===== src/rtl/uart_pkg.sv =====
// Shared UART definitions: FSM state encoding, parity selects, legal prescale
// ratios and small helpers used by both the RX and TX paths.
package uart_pkg;

  localparam logic [2:0] ST_IDLE   = 3'd0;
  localparam logic [2:0] ST_START  = 3'd1;
  localparam logic [2:0] ST_DATA   = 3'd2;
  localparam logic [2:0] ST_PARITY = 3'd3;
  localparam logic [2:0] ST_STOP   = 3'd4;

  localparam logic PAR_EVEN = 1'b0;
  localparam logic PAR_ODD  = 1'b1;

  localparam logic [5:0] PRESCALE_8  = 6'd8;
  localparam logic [5:0] PRESCALE_16 = 6'd16;
  localparam logic [5:0] PRESCALE_32 = 6'd32;

  typedef struct packed {
    logic [5:0] prescale;
    logic       par_en;
    logic       par_typ;
  } rx_cfg_t;

  // Unsupported ratios fall back to 8 so every mid-bit edge exists and a
  // frame always completes (with meaningless data).
  function automatic logic [5:0] legal_prescale(input logic [5:0] p);
    case (p)
      PRESCALE_8, PRESCALE_16, PRESCALE_32: return p;
      default:                              return PRESCALE_8;
    endcase
  endfunction

  function automatic logic majority3(input logic a, input logic b, input logic c);
    return (a & b) | (a & c) | (b & c);
  endfunction

endpackage


===== src/rtl/uart_rx_sampler.sv =====
// Per-bit oversampling: edge counter, three mid-bit samples and the
// registered 2-of-3 vote handed to the receive FSM.
module uart_rx_sampler
  import uart_pkg::*;
(
  input  logic       CLK,
  input  logic       Reset,
  input  logic       run,
  input  logic       RX_IN,
  input  logic [5:0] prescale,
  output logic [5:0] edge_cnt,
  output logic       bit_done,
  output logic       sample_valid,
  output logic       sample_bit
);

  logic [5:0] half;
  logic       s_early;
  logic       s_mid;

  assign half     = prescale >> 1;
  assign bit_done = (edge_cnt == prescale - 6'd1);

  always_ff @(posedge CLK) begin
    if (Reset) begin
      edge_cnt     <= '0;
      s_early      <= 1'b1;
      s_mid        <= 1'b1;
      sample_valid <= 1'b0;
      sample_bit   <= 1'b1;
    end else begin
      sample_valid <= 1'b0;

      if (!run || bit_done)
        edge_cnt <= '0;
      else
        edge_cnt <= edge_cnt + 6'd1;

      if (edge_cnt == half - 6'd1)
        s_early <= RX_IN;
      if (edge_cnt == half)
        s_mid <= RX_IN;
      // Third sample is the live line; the vote is visible one cycle later.
      if (edge_cnt == half + 6'd1) begin
        sample_valid <= 1'b1;
        sample_bit   <= majority3(s_early, s_mid, RX_IN);
      end
    end
  end

endmodule


===== src/rtl/uart_rx.sv =====
// UART receiver: start qualification, LSB-first deserialisation, optional
// parity and stop check, registered one-cycle result pulses.
//
// state  | meaning
// IDLE   | line idle, waiting for a falling edge; config latched on exit
// START  | qualifying the start bit, a voted 1 is a glitch
// DATA   | shifting in width data bits, LSB first
// PARITY | comparing the parity bit, mismatch is remembered for the frame
// STOP   | stop-bit vote decides Data_valid / Par_err / Stop_err
module uart_rx
  import uart_pkg::*;
#(
  parameter int width = 8
) (
  input  logic             CLK,
  input  logic             Reset,
  input  logic             RX_IN,
  input  logic [5:0]       Prescale,
  input  logic             PAR_EN,
  input  logic             PAR_TYP,
  output logic [width-1:0] P_DATA,
  output logic             Data_valid,
  output logic             Par_err,
  output logic             Stop_err
);

  localparam int BCW = (width > 1) ? $clog2(width) : 1;
  localparam logic [BCW-1:0] LAST_BIT = BCW'(width - 1);

  logic [2:0]       state;
  rx_cfg_t          cfg;
  logic [BCW-1:0]   bit_cnt;
  logic [width-1:0] shreg;
  logic             par_fail;
  logic             par_exp;
  logic             run;
  logic             abort;
  logic [5:0]       edge_cnt;
  logic             bit_done;
  logic             sample_valid;
  logic             sample_bit;

  uart_rx_sampler u_sampler (
    .CLK          (CLK),
    .Reset        (Reset),
    .run          (run),
    .RX_IN        (RX_IN),
    .prescale     (cfg.prescale),
    .edge_cnt     (edge_cnt),
    .bit_done     (bit_done),
    .sample_valid (sample_valid),
    .sample_bit   (sample_bit)
  );

  always_comb begin
    par_exp = (cfg.par_typ == PAR_ODD) ? ~^shreg : ^shreg;
  end

  // The sampler keeps counting only while a frame continues; leaving to IDLE
  // zeroes the edge counter so the next falling edge is edge 0.
  always_comb begin
    abort = (state != ST_IDLE) && (edge_cnt >= cfg.prescale);
    run   = 1'b1;
    case (state)
      ST_IDLE:  run = !RX_IN;
      ST_START: if (sample_valid && sample_bit) run = 1'b0;
      ST_STOP:  if (sample_valid) run = 1'b0;
      default:  ;
    endcase
    if (abort)
      run = 1'b0;
  end

  always_ff @(posedge CLK) begin
    if (Reset) begin
      state      <= ST_IDLE;
      cfg        <= '{prescale: PRESCALE_8, par_en: 1'b0, par_typ: PAR_EVEN};
      bit_cnt    <= '0;
      shreg      <= '0;
      par_fail   <= 1'b0;
      P_DATA     <= '0;
      Data_valid <= 1'b0;
      Par_err    <= 1'b0;
      Stop_err   <= 1'b0;
    end else begin
      Data_valid <= 1'b0;
      Par_err    <= 1'b0;
      Stop_err   <= 1'b0;

      if (abort) begin
        state <= ST_IDLE;
      end else begin
        case (state)
          ST_IDLE: begin
            if (!RX_IN) begin
              cfg      <= '{prescale: legal_prescale(Prescale), par_en: PAR_EN, par_typ: PAR_TYP};
              bit_cnt  <= '0;
              par_fail <= 1'b0;
              state    <= ST_START;
            end
          end

          ST_START: begin
            if (sample_valid && sample_bit)
              state <= ST_IDLE;
            else if (bit_done) begin
              bit_cnt <= '0;
              state   <= ST_DATA;
            end
          end

          ST_DATA: begin
            if (sample_valid)
              shreg <= {sample_bit, shreg[width-1:1]};
            if (bit_done) begin
              if (bit_cnt == LAST_BIT)
                state <= cfg.par_en ? ST_PARITY : ST_STOP;
              else
                bit_cnt <= bit_cnt + BCW'(1);
            end
          end

          ST_PARITY: begin
            if (sample_valid && (sample_bit != par_exp))
              par_fail <= 1'b1;
            if (bit_done)
              state <= ST_STOP;
          end

          ST_STOP: begin
            if (sample_valid) begin
              state <= ST_IDLE;
              if (!sample_bit)
                Stop_err <= 1'b1;
              else if (par_fail)
                Par_err <= 1'b1;
              else begin
                P_DATA     <= shreg;
                Data_valid <= 1'b1;
              end
            end
          end

          default: state <= ST_IDLE;
        endcase
      end
    end
  end

endmodule


===== config.mk =====
export PLATFORM = sky130hd
export DESIGN_NAME = uart_rx
export DESIGN_NICKNAME = d
export VERILOG_FILES = /design/src/rtl/uart_pkg.sv /design/src/rtl/uart_rx_sampler.sv /design/src/rtl/uart_rx.sv
export SDC_FILE = /design/constraint.sdc
export NUM_CORES = 1
export LEC_CHECK = 0
export CORE_ASPECT_RATIO = 1.1
export CORE_MARGIN = 1.5
export CORE_UTILIZATION = 35
export CTS_CLUSTER_DIAMETER = 150
export DETAILED_ROUTE_END_ITERATION = 8
export GPL_TIMING_DRIVEN = 0
export PLACE_DENSITY = 0.56
export SYNTH_ARGS = -nofsm -noshare
export SYNTH_HDL_FRONTEND = slang
export SYNTH_HIERARCHICAL = 1
export SYNTH_SLANG_ARGS = --single-unit

===== constraint.sdc =====
create_clock -name CLK -period 6.4 [get_ports CLK]
set_clock_uncertainty 0.05 [all_clocks]
set_input_delay 1.28 -clock CLK [delete_from_list [all_inputs] [get_ports CLK]]
set_output_delay 1.28 -clock CLK [all_outputs]
set_load 0.05 [all_outputs]

## Word-level counts from Yosys, hierarchy flattened

Index checks and enable logic that the tools add are counted.

- Word-level logic and storage cells: 107
- Output and inout bits: 11
- Input port bits: 11
- Register bits after elaboration: 44

- Eq/ne operators: 23
- Mux-type cells: 28
- Magnitude comparators: 1
- Bitwise gates (word level): 11
- Reductions and logical operators: 23
- Add/subtract/negate cells: 5

Operators with widths:

| operator | number |
|---|---|
| 3-bit two-way mux | 13 |
| 6-bit equality test | 3 |
| 3-bit one-hot mux with 5 select lines | 1 |
| 1-bit two-way mux | 10 |
| 2-bit inequality test (second input constant) | 5 |
| 3-bit one-hot mux with 3 select lines | 1 |
| 2-bit by 1-bit inequality test with 1-bit output (second input constant) | 4 |
| 8-bit XNOR reduction | 1 |
| 8-bit parity | 1 |
| 7-bit AND reduction | 1 |
| 5-bit by 1-bit adder with 6-bit output (second input constant) | 1 |
| 6-bit by 1-bit adder with 6-bit output (second input constant) | 1 |
| 3-bit by 2-bit equality test with 1-bit output (second input constant) | 2 |
| 3-bit equality test (second input constant) | 2 |
| 6-bit by 4-bit equality test with 1-bit output (second input constant) | 1 |
| 6-bit by 5-bit equality test with 1-bit output | 1 |
| 6-bit by 5-bit equality test with 1-bit output (second input constant) | 1 |
| 6-bit equality test (second input constant) | 1 |
| 6-bit greater-or-equal comparator | 1 |
| 6-bit two-way mux | 1 |
| 1-bit inverter | 6 |
| 3-bit AND reduction | 2 |
| 6-bit AND reduction | 1 |
| 3-bit nonzero test | 2 |
| other kinds (21) | 28 |

## Longest topological paths before layout

- Word-level depth: 7
- Depth in mapped cells: 13
- Gate-level depth less buffers: 11

## Cells and area by module

Netlist, hierarchy kept.

By module, submodules not included:

| module | times used | cells an instance | area an instance (µm²) | seq. area each (µm²) |
|---|---|---|---|---|
| uart_rx | 1 | 188 | 1699.1 | 680.7 |
| uart_rx_sampler | 1 | 106 | 865.8 | 200.2 |

## Worst setup path before layout

OpenSTA, ideal clock, no wires.

- Path type: register to register
- Start point: register cfg[4] in the netlist's numbering
- End point: register bit_cnt[0]
- Cell stages (with the launch flop): 13
- Data arrival time: 2.384 ns
- Clock period less this slack: 2.555 ns
- Buffers on the path: 2
- Data required time: 6.229 ns
- Slack: 3.845 ns
- Library setup time: 0.121 ns
- Cells stage by stage: dfxtp_1 clkbuf_1 inv_1 ha_1 a21boi_1 nand2_1 xnor2_1 and3_1 clkbuf_1 o21ai_0 a21oi_1 o211ai_1 mux2_2

- Cells in the longest elaborated chain, start to end: 4
- Elaborated cells on any way between the ends: 8
- Classes of those cells: add/sub (1); order compare (1); eq/ne (3); bitwise (1); reduce/logical (2)

Ends and longest elaborated chain:

| item | RTL line | source |
|---|---|---|
| from (decl) | uart_rx.sv:31 | `rx_cfg_t cfg;` |
| from (signal assigned) | uart_rx.sv:77 | `cfg <= '{prescale: PRESCALE_8, par_en: 1'b0, par_typ: PAR_EVEN};` |
| from (signal assigned) | uart_rx.sv:96 | `cfg <= '{prescale: legal_prescale(Prescale), par_en: PAR_EN, par_typ: PAR_TYP};` |
| 6-bit by 1-bit subtractor with 6-bit output * | uart_rx_sampler.sv:22 | `assign bit_done = (edge_cnt == prescale - 6'd1);` |
| 6-bit equality test * | uart_rx_sampler.sv:22 |  |
| named net bit_done | uart_rx.sv:39 | `logic bit_done;` |
| 2-bit by 1-bit inequality test with 1-bit output (no source line) | -- |  |
| 7-bit AND reduction (no source line) * | -- |  |
| to (signal assigned) | uart_rx.sv:119 | `bit_cnt <= bit_cnt + BCW'(1);` |
| to (decl) | uart_rx.sv:32 | `logic [BCW-1:0] bit_cnt;` |

The timed path passes the listed nets; every way through them passes the cells marked *.
A chain may end at the register's enable or synchronous reset.

## Final worst setup path

Same ends and word-level chain as after synthesis.

==> flow_metrics.tcl <==
set metrics [dict create \
    run_status "completed" \
    area_delta_synth_final_pct 16.9 \
    global_route_wire_length_before_repair_um 9450 \
    timing.hold.worst.class "flip-flop to flip-flop" \
    dpl.hpwl_um 4040 \
    fmax_mhz 328 \
    hold_slack_ps 432 \
    cts.clk_slew.worst_paths_ps 90 \
    vdd_drop_max_uv 135 \
    die-area_um2 7850 \
    grt_start_max_net_pins 16 \
    worst_pin_slew_ps 674 \
    filler_instances 697 \
    yosysSeqAreaShare 0.343 \
    globalRoute.totalOverflow 0 \
    power.leakage_uw 0.00109 \
    postSynthAreaPerCell_um2 8.72 \
    postSynthCellCount 294 \
    path_max_fanout 9 \
    clock-root-buffer "sky130_fd_sc_hd__clkbuf_8" \
    criticalPathCategory "flip-flop to flip-flop" \
    worst_r2r_startpoint "cfg[4]" \
    synth_top_flop_cell "sky130_fd_sc_hd__dfxtp_1" \
    floorplan.rows 32 \
    cap_violations 0 \
    ctsHtreeMaxLevel 2 \
    worstHoldStart "par_fail" \
    final_layout_size_suffix_gt1_frac 0.0712 \
    synth.net_count 318 \
    clock_tree_from_tritoncts "built" \
    synth-edff-count 0 \
    antenna_cells_inserted 0 \
    layout_worst_path_cycle_share 0.476 \
    vias 2045 \
    fin_setup_tns_ps 0 \
    drt_first_pass_iters 5 \
    drt_first_iter_violations 189 \
    worstPathArrival_ps 3200 \
    slew_violations 0 \
    postSynthRegisterBits 44 \
    regArea_um2 881 \
    routed_wire_length_per_instance_um 13.3 \
    setup_violations 0 \
    worstSetupStartpointType "flip-flop" \
    vias_per_cell 5.01 \
    via_count_of_the_first_global_routing_pass 1987 \
    drc_errors 0 \
    grt_util_all_layers 0.148 \
    crit_path_end_kind "flip-flop" \
    final-instance-count-excl-fill 408 \
    placedCellCount 400 \
    yosys_warnings 6 \
    routability_driven_placement_congestion_ratio 0.811 \
    worst_slew_margin_rel 0.550 \
    initial_antenna_violation_count 0 \
    synth_cell_area_um2 2560 \
    tritoncts_num_sinks 44 \
    cts_made_buffers 5 \
    clock_latency_late_sink_ps 300 \
    netlist-cell-type-count 49 \
    critical_path_data_required_time_ps 6550 \
    crit_path_start "cfg[4]" \
    ant_nets 0 \
    die_width_um 84.6 \
    placement.io_buffers 21 \
    core-area_um2 7050 \
    cts.path.max_buffers 2 \
    ioPinCount 22 \
    finalInstanceArea_um2 3000 \
    final_total_power_uw 753 \
    multiInputGateArea_um2 1560 \
    cts_setup_buffers 0 \
    final-hold-violation-count 0 \
    r2r_setup_slack_ps 3350 \
    postCtsResizedCells 0 \
    postPlaceCellArea_um2 2880 \
    fin_crit_ps 3050 \
    route.final.wire_length_um 5440 \
    holdBufCountCts 0 \
    final_nets 346 \
    chipHeight_um 92.8 \
    initial_core_utilization 0.364 \
    asyncSetResetFlopFracSynth 0 \
    rsz_0062_raised_after_global_routing "false" \
    power_density_nw_per_um2 251 \
]
cells by family after synthesis:
family	after synthesis	synth area share
fa+ha+maj	14	0.0673
flops	44	0.343
mux	23	0.0902
buf+inv	27	0.0488
simple gates	114	0.218
compound gates	39	0.114
xor+xnor	33	0.119
metrics by stage:
step                      utilization  setup slack (ps)
final                           0.425              3350
after global routing            0.425              3120
after CTS                       0.425              3370
after detailed placement        0.409              3310
after global placement          0.409              3330
after floorplan                     -              3850
routing by layer:
layer	up-vias	part of all wire	GRT usage
li1	1066	-	-
met1	937	0.47	0.185
met2	36	0.48	0.255
met3	6	0.040	0.0321
met4	0	0.011	0.0403
met5	-	0	0
worst paths after layout:
kind | to | cells past startpoint
setup / recovery | bit_cnt[0] | 12
hold / removal | Par_err | 2
setup reg to reg | bit_cnt[0] | 12
hold reg to reg | Par_err | 2
synthesized netlist by cell type (all sizes together), types with 2 or more instances:
| cell | instances | area [um^2] |
|---|---|---|
| a21oi | 10 | 50.1 |
| nand4b | 2 | 17.5 |
| a211o | 2 | 17.5 |
| nor2b | 2 | 12.5 |
| a31oi | 2 | 12.5 |
| buf | 7 | 50.0 |
| xnor2 | 21 | 191 |
| nor3b | 4 | 30.0 |
| dfxtp | 44 | 881 |
| a21boi | 2 | 15.0 |
| inv | 13 | 48.8 |
| nor4 | 2 | 12.5 |
| o21ai | 8 | 40.0 |
| o31ai | 3 | 22.5 |
| o211ai | 2 | 15.0 |
| nor3 | 16 | 80.1 |
| mux2i | 22 | 220 |
| nand2b | 10 | 62.6 |
| nand3 | 8 | 40.0 |
| or3 | 3 | 23.8 |
| and3 | 5 | 31.3 |
| o21ba | 2 | 20.0 |
| ha | 13 | 163 |
| nor2 | 40 | 153 |
| clkbuf | 7 | 26.3 |
| nand4 | 3 | 18.8 |
| nand2 | 17 | 63.8 |
| xor2 | 12 | 113 |
worst max-delay path, stage by stage, from the launching register on:
cell and delay [ps]:
sky130_fd_sc_hd__dfxtp_1 360, sky130_fd_sc_hd__clkbuf_1 330, sky130_fd_sc_hd__inv_1 140, sky130_fd_sc_hd__ha_1 260, sky130_fd_sc_hd__a21boi_1 160, sky130_fd_sc_hd__xnor2_1 140
sky130_fd_sc_hd__nor3_1 120, sky130_fd_sc_hd__and3_1 170, sky130_fd_sc_hd__clkbuf_1 340, sky130_fd_sc_hd__o21ai_0 160, sky130_fd_sc_hd__a21oi_1 170, sky130_fd_sc_hd__o211ai_1 210
sky130_fd_sc_hd__mux2_2 320
layout by cell type (no fill, tap or decap), types with 2 or more instances in the layout:
master	instances
sky130_fd_sc_hd__nor2_1	39
sky130_fd_sc_hd__o21ai_0	7
sky130_fd_sc_hd__nand4b_1	2
sky130_fd_sc_hd__o21ba_2	2
sky130_fd_sc_hd__clkbuf_1	7
sky130_fd_sc_hd__nor2b_1	2
sky130_fd_sc_hd__a31oi_1	2
sky130_fd_sc_hd__ha_1	13
sky130_fd_sc_hd__xnor2_1	20
sky130_fd_sc_hd__a21oi_1	10
sky130_fd_sc_hd__nand3_1	8
sky130_fd_sc_hd__nor3_1	16
sky130_fd_sc_hd__buf_2	4
sky130_fd_sc_hd__clkinv_4	2
sky130_fd_sc_hd__nand2b_1	10
sky130_fd_sc_hd__o211ai_1	2
sky130_fd_sc_hd__nor4_1	2
sky130_fd_sc_hd__or3_1	2
sky130_fd_sc_hd__nor3b_1	4
sky130_fd_sc_hd__clkdlybuf4s50_1	21
sky130_fd_sc_hd__inv_1	13
sky130_fd_sc_hd__xor2_1	11
sky130_fd_sc_hd__nand2_1	17
sky130_fd_sc_hd__nand4_1	3
sky130_fd_sc_hd__o31ai_1	3
sky130_fd_sc_hd__dfxtp_1	44
sky130_fd_sc_hd__mux2i_1	22
sky130_fd_sc_hd__a211o_1	2
sky130_fd_sc_hd__clkbuf_8	5
sky130_fd_sc_hd__and3_1	5
layout make-up:
cell class | instances | area share
flip-flops and latches | 44 | 0.294
inverters | 13 | 0.0163
clock buffers | 5 | 0.0230
well taps | 85 | 0.0355
multi-input cells | 223 | 0.520
repair buffers | 21 | 0.0701
clock inverters | 3 | 0.0159
plain buffers | 14 | 0.0255
where the power goes:
part           switching [uW]  total, uW  internal (uW)
Clock                     103        220            118
Combinational             132        227           95.3
Sequential               16.6        306            289
Total                     251        753            502
sequential cells by signal, summed over array words and instances (netlist names), 3 cells and up:
signal,flops
u_sampler/edge_cnt,6
bit_cnt,3
P_DATA,8
shreg,8
state,3
cfg,8
Note: power is estimated with default switching activity, not from simulation.
